==> config.mk <==
export PLATFORM = sky130hd
export DESIGN_NAME = instr_sequencer_flat
export DESIGN_NICKNAME = d
export VERILOG_FILES = /design/src/rtl/instr_sequencer_if.sv /design/src/rtl/instr_sequencer.sv /design/src/flat_wrapper.sv
export SDC_FILE = /design/constraint.sdc
export NUM_CORES = 1
export LEC_CHECK = 0
export ABC_AREA = 1
export CAP_MARGIN = 10
export CORE_UTILIZATION = 50
export CTS_BUF_LIST = sky130_fd_sc_hd__clkbuf_4 sky130_fd_sc_hd__clkbuf_8
export CTS_CLUSTER_SIZE = 24
export DETAILED_ROUTE_END_ITERATION = 8
export PLACE_DENSITY = 0.8
export SLEW_MARGIN = 20
export SYNTH_ARGS = -nofsm -noshare
export SYNTH_HDL_FRONTEND = slang
export SYNTH_SLANG_ARGS = --single-unit
==> constraint.sdc <==
create_clock -name clk -period 6.3 [get_ports clk]
set_clock_uncertainty 0.15 [all_clocks]
set_input_delay 1.26 -clock clk [delete_from_list [all_inputs] [get_ports clk]]
set_output_delay 1.26 -clock clk [all_outputs]
set_load 0.03 [all_outputs]
==> src/rtl/instr_sequencer_if.sv <==
// Interface bundle between the sequencer, its instruction ROM and the board display.
// The master modport is the sequencer side; the slave modport is the ROM/display side.
interface instr_sequencer_if;
    logic       start;
    logic       pause;
    logic [7:0] instruction;
    logic [7:0] address;
    logic       rom_clear;
    logic [7:0] s0;
    logic [7:0] s1;
    logic [7:0] s2;
    logic [7:0] s3;
    logic [7:0] rw;
    logic       busy;
    logic       halted;
    logic       fault;
    logic [7:0] exec_count;

    modport master (
        input  start, pause, instruction,
        output address, rom_clear, s0, s1, s2, s3, rw, busy, halted, fault, exec_count
    );

    modport slave (
        output start, pause, instruction,
        input  address, rom_clear, s0, s1, s2, s3, rw, busy, halted, fault, exec_count
    );
endinterface

==> src/rtl/instr_sequencer.sv <==
// Fetch/execute controller: drives the ROM address and executes one instruction per clock
// on four slot registers until HALT or until the last program word has run.
module instr_sequencer #(
    parameter int PROG_DEPTH = 32,
    parameter int DATA_W     = 8
) (
    input  logic                clk,
    input  logic                clear,
    instr_sequencer_if.master   bus
);
    typedef enum logic [1:0] {
        ST_IDLE = 2'd0,
        ST_RUN  = 2'd1,
        ST_DONE = 2'd2
    } state_t;

    localparam logic [1:0] OP_NOP  = 2'b00;
    localparam logic [1:0] OP_ADDI = 2'b01;
    localparam logic [1:0] OP_SUBI = 2'b10;
    localparam logic [1:0] OP_HALT = 2'b11;
    localparam logic [7:0] LAST_ADDR = 8'(PROG_DEPTH - 1);

    state_t                  state_r, state_s;
    logic [7:0]              pc_r, pc_s;
    logic [3:0][DATA_W-1:0]  slot_r, slot_s;
    logic [DATA_W-1:0]       rw_r, rw_s;
    logic [7:0]              cnt_r, cnt_s;
    logic                    busy_r, busy_s;
    logic                    halted_r, halted_s;
    logic                    fault_r, fault_s;

    logic [1:0]              op_s, src_s, dst_s;
    logic [DATA_W-1:0]       imm_s, result_s;

    // Instruction field split and ALU result (src read before the edge, so src==dst works).
    always_comb begin
        op_s  = bus.instruction[7:6];
        src_s = bus.instruction[5:4];
        dst_s = bus.instruction[3:2];
        imm_s = {{(DATA_W-2){1'b0}}, bus.instruction[1:0]};
        if (op_s == OP_SUBI) begin
            result_s = slot_r[src_s] - imm_s;
        end else begin
            result_s = slot_r[src_s] + imm_s;
        end
    end

    // Next-state and datapath update logic.
    always_comb begin
        state_s  = state_r;
        pc_s     = pc_r;
        slot_s   = slot_r;
        rw_s     = rw_r;
        cnt_s    = cnt_r;
        halted_s = halted_r;
        fault_s  = fault_r;
        case (state_r)
            ST_IDLE: begin
                pc_s = 8'd0;
                if (bus.start) begin
                    state_s = ST_RUN;
                end else begin
                    state_s = ST_IDLE;
                end
            end
            ST_RUN: begin
                if (bus.pause) begin
                    state_s = ST_RUN;
                end else if (op_s == OP_HALT) begin
                    state_s  = ST_DONE;
                    halted_s = 1'b1;
                end else begin
                    if (op_s == OP_ADDI || op_s == OP_SUBI) begin
                        slot_s[dst_s] = result_s;
                        rw_s          = result_s;
                    end else begin
                        slot_s = slot_r;
                    end
                    if (cnt_r != 8'hFF) begin
                        cnt_s = cnt_r + 8'd1;
                    end else begin
                        cnt_s = cnt_r;
                    end
                    // Running off the end of program space: keep the address in range.
                    if (pc_r >= LAST_ADDR) begin
                        state_s = ST_DONE;
                        fault_s = 1'b1;
                        pc_s    = LAST_ADDR;
                    end else begin
                        pc_s = pc_r + 8'd1;
                    end
                end
            end
            ST_DONE: begin
                state_s = ST_DONE;
            end
            default: begin
                state_s = ST_IDLE;
                pc_s    = 8'd0;
            end
        endcase
        busy_s = (state_s == ST_RUN);
    end

    // State and datapath registers with synchronous clear.
    always_ff @(posedge clk) begin
        if (clear) begin
            state_r  <= ST_IDLE;
            pc_r     <= 8'd0;
            slot_r   <= '0;
            rw_r     <= '0;
            cnt_r    <= 8'd0;
            busy_r   <= 1'b0;
            halted_r <= 1'b0;
            fault_r  <= 1'b0;
        end else begin
            state_r  <= state_s;
            pc_r     <= pc_s;
            slot_r   <= slot_s;
            rw_r     <= rw_s;
            cnt_r    <= cnt_s;
            busy_r   <= busy_s;
            halted_r <= halted_s;
            fault_r  <= fault_s;
        end
    end

    // Output mapping; rom_clear follows clear without a register so the ROM resets together.
    always_comb begin
        bus.address    = pc_r;
        bus.rom_clear  = clear;
        bus.s0         = 8'(slot_r[0]);
        bus.s1         = 8'(slot_r[1]);
        bus.s2         = 8'(slot_r[2]);
        bus.s3         = 8'(slot_r[3]);
        bus.rw         = 8'(rw_r);
        bus.busy       = busy_r;
        bus.halted     = halted_r;
        bus.fault      = fault_r;
        bus.exec_count = cnt_r;
    end
endmodule

==> src/flat_wrapper.sv <==
// flat-port wrapper written by rule: the top's interface ports become plain ports
module instr_sequencer_flat 
#(
    parameter int PROG_DEPTH = 32,
    parameter int DATA_W     = 8
)
  (clk, clear, bus_start, bus_pause, bus_instruction, bus_address, bus_rom_clear, bus_s0, bus_s1, bus_s2, bus_s3, bus_rw, bus_busy, bus_halted, bus_fault, bus_exec_count);
  instr_sequencer_if bus_i ();
  input  logic clk;
  input  logic clear;
  input wire logic [$bits(bus_i.start)-1:0] bus_start;
  input wire logic [$bits(bus_i.pause)-1:0] bus_pause;
  input wire logic [$bits(bus_i.instruction)-1:0] bus_instruction;
  output wire logic [$bits(bus_i.address)-1:0] bus_address;
  output wire logic [$bits(bus_i.rom_clear)-1:0] bus_rom_clear;
  output wire logic [$bits(bus_i.s0)-1:0] bus_s0;
  output wire logic [$bits(bus_i.s1)-1:0] bus_s1;
  output wire logic [$bits(bus_i.s2)-1:0] bus_s2;
  output wire logic [$bits(bus_i.s3)-1:0] bus_s3;
  output wire logic [$bits(bus_i.rw)-1:0] bus_rw;
  output wire logic [$bits(bus_i.busy)-1:0] bus_busy;
  output wire logic [$bits(bus_i.halted)-1:0] bus_halted;
  output wire logic [$bits(bus_i.fault)-1:0] bus_fault;
  output wire logic [$bits(bus_i.exec_count)-1:0] bus_exec_count;
  assign bus_i.start = bus_start;
  assign bus_i.pause = bus_pause;
  assign bus_i.instruction = bus_instruction;
  assign bus_address = bus_i.address;
  assign bus_rom_clear = bus_i.rom_clear;
  assign bus_s0 = bus_i.s0;
  assign bus_s1 = bus_i.s1;
  assign bus_s2 = bus_i.s2;
  assign bus_s3 = bus_i.s3;
  assign bus_rw = bus_i.rw;
  assign bus_busy = bus_i.busy;
  assign bus_halted = bus_i.halted;
  assign bus_fault = bus_i.fault;
  assign bus_exec_count = bus_i.exec_count;
  instr_sequencer #(.PROG_DEPTH(PROG_DEPTH), .DATA_W(DATA_W)) u_core (.clk(clk), .clear(clear), .bus(bus_i));
endmodule
==> results by group, run 1 <==
Outcome
  • Outcome: completed

Clocking
  • CTS H-tree depth: 3
  • Cts hold-fix bufs: 0
  • CTS clk-pin slew, worst paths: approximately 0.070 ns
  • Worst-Skew Late Latency: between 0.3 and 0.4 ns
  • CTS tree: done
  • Clock tree buffer depth: 2
  • Setup repair bufs after CTS: 0
  • Number of gates resized after cts: 0
  • Cts bufs inserted: 9
  • Root Driver: clkbuf_8
  • Clock sink count: roughly 60

Cells and area
  • Final core utilization: 0.6827
  • Fraction of layout cells with a size suffix above 1: 0.05894
  • Count of nets after finishing: approximately 550
  • Layout Cells excl Fill: roughly 600
  • Area grow syn2layout: 29.96%
  • FILL cells: ~530
  • Finished layout cell area: ~4100 um2
  • Antenna Cells: 0

Routing
  • Vias per cell: ~5.4
  • Drt initial violations: between 150 and 200
  • Routed Wire Length: 8381 um
  • WL per Instance: about 14 um
  • Drt drc: 0
  • First-pass iteration count of the detailed router: 5
  • Remaining antenna violation count: 0
  • Vias: ~3300

GRT
  • Initial antenna violation count: 0
  • GRT overflow: 0
  • Largest net degree at the start of global routing: 34
  • First-pass GRT wire length: about 13000 um
  • Vias in the first global route: around 2900
  • Total track usage: 0.2632

Die
  • Die H: roughly 82 um
  • # rows: 28
  • Die area: between 6000 and 7000 um2
  • I/O Pins: 72
  • Core footprint: approximately 6000 um2
  • Initial core utilization: 0.5253
  • Die width: around 82 um

Worst hold path
  • Worst hold endpoint: u_core.bus.address[7]$_SDFFE_PP0P_
  • Hold path depth: 2
  • HP Start: u_core.bus.address[7]$_SDFFE_PP0P_
  • Hold Crit Class: reg -> reg

Pwr
  • Sw power: around 0.26 mW
  • Peak supply drop: 0.1438 mV
  • Power density cells: between 200 and 250 nW/um2
  • LEAKAGE: ~1.8 nW
  • Combinational cell fraction of total power: 0.152
  • Seq pwr share: 0.418
  • Clk pwr share: 0.430
  • Switching portion of total power: 0.2724
  • Internal cell power: ~0.70 mW

Logic synthesis
  • Synth top cells by count: nor2_1 (89), nand2_1 (69), dfxtp_1 (61)
  • Post-synth EDFFs: 0
  • Mapped cell area: about 3200 um2
  • Sequential area share after synthesis: 0.3858
  • Area contributors post-synth: dfxtp_1 (39%), nor2_1 (11%), nand2_1 (8.2%)
  • Area share of the largest cell type after synthesis: 0.3858
  • Synth Register Bits: slightly above 60
  • Post-Syn Nets: 478
  • Cells after synthesis: approximately 450
  • Async SR Flop Fraction: 0
  • Yosys warning count: 0
  • Distinct cells, synth: 34
  • Post-synth top flop: dfxtp_1
  • Syn avg cell area: around 7.0 um2
  • Area leader, netlist: dfxtp_1
  • Top-count cell post-synth: nor2_1

Timing
  • Min Clock Period, post-route: ~4.2 ns
  • Final TNS setup: 0 ns
  • Final worst path period share: 0.6686
  • Setup-failing EPs final: 0
  • Fin. max-slew vios: 0
  • Final hold viol count: 0
  • Slew @ Worst Pin: about 0.83 ns
  • Rel. slew slack: 0.4450
  • Fmax: ~0.24 GHz
  • Fin worst setup slack: 2.088 ns
  • Unrepaired setup endpoints after global routing: no

Setup path
  • R2R Path End: u_core.bus.s2[4]$_SDFFE_PP0P_
  • Critical Path Start Type: primary input
  • R2r setup slk: around 3.8 ns
  • Worst setup EP type: output port
  • Reg2reg start: u_core.bus.s2[0]$_SDFFE_PP0P_
  • Worst R2R Path Depth: 10
  • WP data required: ~5 ns
  • Critical path class: in -> out
  • CP max FO: 33
  • Crit path DAT: 2.80 ns

Place
  • Gpl congestion: ~0.9
  • Placed cell area: between 3000 and 4000 um2
  • I/O Buffers: 71
  • Dpl ws: 1.853 ns
  • Placed Instances: a little under 600
  • Hpwl dp: approximately 5800 um

Job
  • Maxcap violations: 0
-- power groups by stage --
stage	registers [mW]	clock network [mW]	logic, mW
5_1_grt	0.401	0.427	0.160
2_1_floorplan	0.421	0	0.0838
4_1_cts	0.400	0.412	0.144
3_3_place_gp	0.409	0	0.140
6_report	0.400	0.412	0.145
3_5_place_dp	0.409	0	0.142
-- layer usage --
| layer | vias to the layer above | global-route usage | part of all wire |
|---|---|---|---|
| li1 | 1602 | - | - |
| met1 | 1516 | 0.3368 | 0.45 |
| met2 | 136 | 0.4250 | 0.47 |
| met3 | 15 | 0.04333 | 0.064 |
| met4 | 0 | 0.1368 | 0.023 |
| met5 | - | 0 | 0 |
-- area by class of cell --
type / count / area (um2) / share of cell area
Clock buffer: 13 / 166.4 / 0.04045
Clock inverter: 3 / 67.56 / 0.01642
Inverter: 60 / 225.2 / 0.05474
Multi-Input combinational cell: 317 / 1622 / 0.3942
Sequential cell: 61 / 1221 / 0.2968
Tap cell: 75 / 93.84 / 0.02281
Timing Repair Buffer: 72 / 718.2 / 0.1746
-- logic make-up after synthesis --
kind of cell / share of synthesized area
and+or+nand+nor: 0.3012
xor gates and xnor gates: 0.01937
AOI/OAI and AO/OA: 0.1379
adders and majority gates: 0.05375
DFF: 0.3858
buffers and inverters: 0.1020
-- placed cells by master (no fill, tap or decap), drive strengths merged --
| cell | synthesis | routed |
|---|---|---|
| a31oi | 4 | 4 |
| nor2 | 90 | 90 |
| or2 | 3 | 3 |
| a21oi | 28 | 28 |
| nor3b | 1 | 1 |
| inv | 60 | 60 |
| bufinv | 0 | 2 |
| nand4 | 3 | 3 |
| dfxtp | 61 | 61 |
| nand3b | 2 | 2 |
| fa | 1 | 1 |
| nand2 | 72 | 72 |
| a32oi | 1 | 1 |
| o21a | 1 | 1 |
| clkinvlp | 0 | 1 |
| buf | 9 | 1 |
| xnor2 | 2 | 2 |
| o21ai | 41 | 41 |
| ha | 12 | 12 |
| clkbuf | 6 | 13 |
| nor3 | 8 | 8 |
| o211ai | 2 | 2 |
| xor2 | 5 | 5 |
| nand3 | 36 | 36 |
| clkdlybuf4s50 | 0 | 71 |
| o22ai | 5 | 5 |
-- worst max-delay path: stages --
cell and delay, ns:
clkdlybuf4s50_1 0.46, buf_4 0.34, clkdlybuf4s50_1 0.74
-- state kept, by name, summed over array words and instances, names as in the netlist, 2 cells and up --
name and cells:
u_core.state_r 2, u_core.bus.s3 8, u_core.bus.s1 8, u_core.bus.s2 8, u_core.bus.rw 8, u_core.bus.exec_count 8, u_core.bus.s0 8, u_core.bus.address 8
-- per-stage QoR --
stage	power [mW]	hold slack, ns
floorplan	0.5049	0.3649
detailed placement	0.5511	0.2903
global placement	0.5487	0.2931
CTS	0.9564	0.3012
finish	0.9567	0.3024
global route	0.9879	0.3140
-- how the worst max path moves through the flow --
stage / start / depth (start not counted) / slack [ns] / end
floorplan: bus_instruction[4] / 14 / 2.96 / u_core.bus.rw[6]$_SDFFE_PP0P_
global placement: bus_instruction[4] / 12 / 1.96 / u_core.bus.s2[4]$_SDFFE_PP0P_
detailed placement: bus_instruction[4] / 11 / 1.85 / u_core.bus.s2[4]$_SDFFE_PP0P_
CTS: clear / 3 / 2.08 / bus_rom_clear
global route: bus_instruction[4] / 11 / 1.87 / u_core.bus.s2[4]$_SDFFE_PP0P_
finish: clear / 3 / 2.09 / bus_rom_clear
Power figures use the tool's default switching activity.
==> inputs of run 2 (changes only) <==
clock period = 4.3 ns   (was 6.3 ns; I/O delays follow)
==> results by group, run 2 (synthesis results as in run 1) <==
Timing
  • Final TNS setup: 0 ns (unchanged)
  • Setup-failing EPs final: 0 (unchanged)
  • Unrepaired setup endpoints after global routing: no
  • Slew @ Worst Pin: 0.9303 ns (+0.09862 ns)
  • Final worst path period share: 0.7790
  • Fmax: about 0.3 GHz
  • Final hold viol count: 0 (unchanged)
  • Rel. slew slack: 0.3791 (-0.06582)
  • Fin. max-slew vios: 0 (unchanged)
  • Min Clock Period, post-route: between 3 and 4 ns

Pwr
  • Seq pwr share: 0.429 (+0.011)
  • Clk pwr share: 0.414 (-0.016)
  • Switching portion of total power: 0.2725 (about the same)
  • Internal cell power: 0.9939 mW (+43%)
  • Power density cells: 332.8 nW/um2 (+43%)
  • Peak supply drop: 0.2389 mV (+66%)
  • Combinational cell fraction of total power: 0.157 (+0.005)
  • Sw power: 0.3723 mW (+43%)
  • LEAKAGE: 1.799 nW (-0.17%)

Routing
  • First-pass iteration count of the detailed router: 5 (unchanged)
  • Vias: 3239 (-0.92%)
  • Drt drc: 0 (unchanged)
  • Remaining antenna violation count: 0 (unchanged)
  • Routed Wire Length: 8403 um (+0.26%)
  • WL per Instance: 13.98 um (+0.26%)
  • Drt initial violations: 249 (+65%)
  • Vias per cell: 5.389 (-0.92%)

Die
  • # rows: 28 (unchanged)
  • Core footprint: 6026 um2 (unchanged)
  • Die H: 81.57 um (unchanged)
  • Die width: 81.57 um (unchanged)
  • I/O Pins: 72 (unchanged)
  • Initial core utilization: 0.5253 (unchanged)
  • Die area: 6654 um2 (unchanged)

GRT
  • Vias in the first global route: 2707 (-6.0%)
  • GRT overflow: 0 (unchanged)
  • Total track usage: 0.2635 (+0.0003595)
  • Largest net degree at the start of global routing: 33 (-2.9%)
  • Initial antenna violation count: 0 (unchanged)
  • First-pass GRT wire length: 13070 um (-1.3%)

Clocking
  • Root Driver: clkbuf_8
  • Number of gates resized after cts: 0 (unchanged)
  • CTS H-tree depth: 3 (unchanged)
  • Cts hold-fix bufs: 0 (unchanged)
  • CTS clk-pin slew, worst paths: 0.07 ns (about the same)
  • Setup repair bufs after CTS: 0 (unchanged)
  • Cts bufs inserted: 9 (unchanged)
  • Worst-Skew Late Latency: 0.34 ns (about the same)
  • Clock sink count: 61 (unchanged)
  • CTS tree: done
  • Clock tree buffer depth: 2 (unchanged)

Place
  • Gpl congestion: 0.9168 (+1.0%)
  • I/O Buffers: 71 (unchanged)
  • Placed Instances: 586 (+0.17%)
  • Hpwl dp: 5992 um (+3.2%)

Setup path
  • Worst Setup EP: u_core.bus.s2[4]$_SDFFE_PP0P_
  • Critical path class: in -> reg
  • Crit path DAT: 3.47 ns (+0.67 ns)
  • CP max FO: 9 (-73%)
  • Critical Path Start Type: primary input
  • Worst R2R Path Depth: 9 (-1)
  • Reg2reg start: u_core.bus.s0[1]$_SDFFE_PP0P_
  • WP data required: 4.42 ns (-0.47 ns)
  • R2r setup slk: 1.87 ns (-1.96 ns)
  • R2R Path End: u_core.bus.s2[4]$_SDFFE_PP0P_
  • CP startpoint: bus_instruction[5]
  • Worst setup EP type: flip-flop

Cells and area
  • Antenna Cells: 0 (unchanged)
  • Layout Cells excl Fill: 601 (unchanged)
  • Commonest non-fill, non-tap cell in the layout: nor2_1
  • Area grow syn2layout: 29.68%
  • Count of nets after finishing: 547 (+0.18%)
  • Most frequent cells in the layout: nor2_1 (89), clkdlybuf4s50_1 (71), nand2_1 (69)
  • Fraction of layout cells with a size suffix above 1: 0.05894 (unchanged)

Worst hold path
  • Hold Crit Class: reg -> reg

Job
  • Maxcap violations: 0 (unchanged)

Outcome
  • Outcome: completed
## run 2: cell types whose count changed in the layout (fill, tap and decap cells not counted)
cell and delta:
buf_4 +1, clkbuf_4 -1, clkbuf_8 -1, clkinv_2 +1
## run 2: how the worst min path moves through the flow
stage	startpoint	end	slack, ns	cells after the start
after global placement	u_core.bus.fault$_SDFFE_PP0P_	u_core.bus.fault$_SDFFE_PP0P_	0.29	2
after floorplan	u_core.state_r[0]$_SDFF_PP0_	u_core.bus.busy$_SDFF_PP0_	0.36	1
after detailed placement	u_core.bus.fault$_SDFFE_PP0P_	u_core.bus.fault$_SDFFE_PP0P_	0.29	2
after global routing	u_core.bus.address[7]$_SDFFE_PP0P_	u_core.bus.address[7]$_SDFFE_PP0P_	0.33	2
final	u_core.bus.fault$_SDFFE_PP0P_	u_core.bus.fault$_SDFFE_PP0P_	0.30	2
after CTS	u_core.bus.fault$_SDFFE_PP0P_	u_core.bus.fault$_SDFFE_PP0P_	0.30	2
## run 2: power groups by stage
stage / combinational [mW] / clock [mW] / sequential, mW
floorplan: 0.123 / 0 / 0.617
global placement: 0.209 / 0 / 0.599
detailed placement: 0.210 / 0 / 0.599
CTS: 0.213 / 0.573 / 0.586
global route: 0.237 / 0.602 / 0.587
finish: 0.215 / 0.565 / 0.586
## run 2: layer usage
metal | up-vias | routed length (um) | GRT usage
li1 | 1598 | - | -
met2 | 164 | 3795 | 0.3925
met4 | 0 | 227 | 0.1211
met3 | 19 | 653 | 0.04444
met5 | - | 0 | 0
met1 | 1458 | 3726 | 0.3702
## run 2: final cells by class
type / count / area (um2)
repair buffers: 73 / 725.7
well taps: 75 / 93.84
multi-input cells: 317 / 1622
clock buffers: 11 / 145.1
fillers: 536 / 1921
clock inverters: 4 / 72.57
flip-flops and latches: 61 / 1221
inverters: 60 / 225.2
## run 2: critical path, cell delays in order
cell,delay [ns]
clkdlybuf4s50_1,0.54
inv_1,0.27
o21ai_0,0.12
nor2_1,0.09
a21oi_1,0.05
ha_1,0.23
fa_1,0.42
nand3b_1,0.18
nand2_1,0.11
xor2_1,0.34
o21ai_0,0.12
nor2_1,0.12
## run 2: through the flow
step           worst slack [ns]  area [um2]  hold slack (ns)  utilization  power, mW
6_report                 0.9503        4105           0.2986       0.6813      1.366
5_1_grt                  0.7145        4105           0.3269       0.6813      1.426
3_5_place_dp             0.6731        3887           0.2930       0.6451     0.8090
3_3_place_gp             0.7844        3887           0.2902       0.6451     0.8077
4_1_cts                  0.9936        4105           0.3036       0.6813      1.371
2_1_floorplan             1.356        3166           0.3649            -     0.7397
==> inputs of run 3 (changes only) <==
clock period = 3.5 ns   (was 4.3 ns; I/O delays follow)
==> results by group, run 3 (synthesis results as in run 1) <==
Outcome
  • Outcome: completed

Clocking
  • Number of gates resized after cts: 0 (unchanged)
  • Clock tree buffer depth: 2 (unchanged)
  • CTS clk-pin slew, worst paths: 0.07 ns (about the same)
  • CTS H-tree depth: 3 (unchanged)
  • Cts hold-fix bufs: 0 (unchanged)
  • Setup repair bufs after CTS: 0 (unchanged)
  • Worst-Skew Late Latency: 0.35 ns (about the same)
  • Clock sink count: 61 (unchanged)
  • CTS tree: done
  • Root Driver: clkbuf_8
  • Cts bufs inserted: 9 (unchanged)

Routing
  • Routed Wire Length: 8414 um (+0.13%)
  • WL per Instance: 13.79 um (-1.3%)
  • Vias per cell: 5.287 (-1.9%)
  • Remaining antenna violation count: 0 (unchanged)
  • Vias: 3225 (-0.43%)
  • Drt initial violations: 201 (-19%)
  • Drt drc: 0 (unchanged)
  • First-pass iteration count of the detailed router: 4 (-1)

Place
  • I/O Buffers: 71 (unchanged)
  • Placed cell area: 3945 um2 (+1.5%)
  • Gpl congestion: 0.9169 (about the same)
  • Dpl ws: 0.1046 ns (-0.5685 ns)
  • Placed Instances: 594 (+1.4%)
  • Hpwl dp: 6029 um (+0.61%)

Timing
  • Rel. slew slack: 0.4260 (+0.04684)
  • Final TNS setup: 0 ns (unchanged)
  • Fmax: ~0.32 GHz
  • Fin worst setup slack: 0.3971 ns (-0.5533 ns)
  • Min Clock Period, post-route: approximately 3.1 ns
  • Unrepaired setup endpoints after global routing: no
  • Fin. max-slew vios: 0 (unchanged)
  • Final worst path period share: 0.8866
  • Setup-failing EPs final: 0 (unchanged)
  • Slew @ Worst Pin: 0.8601 ns (-0.07018 ns)
  • Final hold viol count: 0 (unchanged)

GRT
  • Total track usage: 0.2696 (+0.006060)
  • First-pass GRT wire length: 13480 um (+3.2%)
  • Vias in the first global route: 2896 (+7.0%)
  • GRT overflow: 0 (unchanged)
  • Largest net degree at the start of global routing: 32 (-3.0%)
  • Initial antenna violation count: 0 (unchanged)

Setup path
  • Worst setup EP type: flip-flop
  • CP delay by family, top: simple AND/OR/NAND/NOR gates
  • Critical Path Start Type: primary input
  • WP buf/inv: 3 (+1)
  • Worst-path cell chain: clkdlybuf4s50_1 > buf_4 > o21ai_0 > a21oi_1 > ha_1 > fa_1 > nand3b_1 > nand2_1 > nand3_1 > nand3_1 > nand3_1 > nand2_1 > inv_1
  • Crit path DAT: 3.19 ns (-0.28 ns)
  • Worst-path cell with the longest stage delay: clkdlybuf4s50_1
  • CP max FO: 7 (-2)
  • WP data required: 3.59 ns (-0.83 ns)
  • Critical path's most frequent cell: nand3_1
  • Critical path class: in -> reg
  • Delay of the slowest cell on the worst path: 0.52 ns (-0.02 ns)

Pwr
  • LEAKAGE: 1.844 nW (+2.5%)
  • Peak supply drop: 0.3055 mV (+28%)
  • Power density cells: 406.4 nW/um2 (+22%)

Cells and area
  • Layout Cells excl Fill: 610 (+1.5%)
  • Final core utilization: 0.6919 (+0.01059)
  • Finished layout cell area: 4169 um2 (+1.6%)
  • Count of nets after finishing: 555 (+1.5%)
  • Fraction of layout cells with a size suffix above 1: 0.07664 (+0.01770)
  • Commonest non-fill, non-tap cell in the layout: nor2_1
  • Area grow syn2layout: 31.70%
  • Most frequent cells in the layout: nor2_1 (89), clkdlybuf4s50_1 (70), nand2_1 (69)
  • FILL cells: 506 (-5.6%)
  • Antenna Cells: 0 (unchanged)

Die
  • Initial core utilization: 0.5253 (unchanged)
  • Die H: 81.57 um (unchanged)
  • Die area: 6654 um2 (unchanged)
  • Core footprint: 6026 um2 (unchanged)
  • # rows: 28 (unchanged)
  • Die width: 81.57 um (unchanged)
  • I/O Pins: 72 (unchanged)

Worst hold path
  • Hold Crit Class: reg -> reg

Job
  • Maxcap violations: 0 (unchanged)
run 3: cell count changes in the layout (fill, tap and decap cells not counted):
| cell | previous run | this run |
|---|---|---|
| buf_4 | 2 | 11 |
| clkbuf_4 | 1 | 0 |
| clkinv_4 | 0 | 1 |
| clkinv_2 | 1 | 2 |
| clkdlybuf4s50_1 | 71 | 70 |
run 3: cell type report:
cell class	count	area, um2	share of cell area
multi-input combinational	317	1622	0.3890
sequential	61	1221	0.2929
timing repair buffer	81	783.3	0.1879
inverter	60	225.2	0.05402
clock buffer	10	137.6	0.03301
tap	75	93.84	0.02251
clock inverter	6	86.33	0.02071
run 3: through the flow:
stage	hold WS [ns]	power, mW
final	0.2981	1.694
after global routing	0.3314	1.768
after CTS	0.3011	1.706
after detailed placement	0.2902	1.000
after global placement	0.2898	0.9949
after floorplan	0.3649	0.9088
run 3: path summary, 6_finish.rpt:
path / slack, ns / startpoint / depth (start not counted) / endpoint
worst min-delay path: 0.30 / u_core.bus.fault$_SDFFE_PP0P_ / 2 / u_core.bus.fault$_SDFFE_PP0P_
worst min register to register: 0.30 / u_core.bus.fault$_SDFFE_PP0P_ / 2 / u_core.bus.fault$_SDFFE_PP0P_
worst max register to register: 1.07 / u_core.bus.s1[1]$_SDFFE_PP0P_ / 11 / u_core.bus.s2[6]$_SDFFE_PP0P_
worst max-delay path: 0.40 / bus_instruction[4] / 13 / u_core.bus.s2[6]$_SDFFE_PP0P_
run 3: tightest hold or removal path: cells and delay by family, from the launching register on:
family	cells	cell delay, ns
DFF	1	0.31
buffers and inverters	1	0.04
AOI/OAI and AO/OA	1	0.05
run 3: power by group:
part	internal (mW)	switching, mW	total (mW)
sequential	0.708	0.0120	0.720
combinational	0.0966	0.173	0.270
clock	0.419	0.286	0.705
total	1.22	0.471	1.69
run 3: routing by layer:
metal	wire, um	global-route usage	vias up
met5	0	0	-
met4	291	0.1561	0
met3	540	0.05222	26
met2	3841	0.4167	133
met1	3740	0.3493	1455
li1	-	-	1611
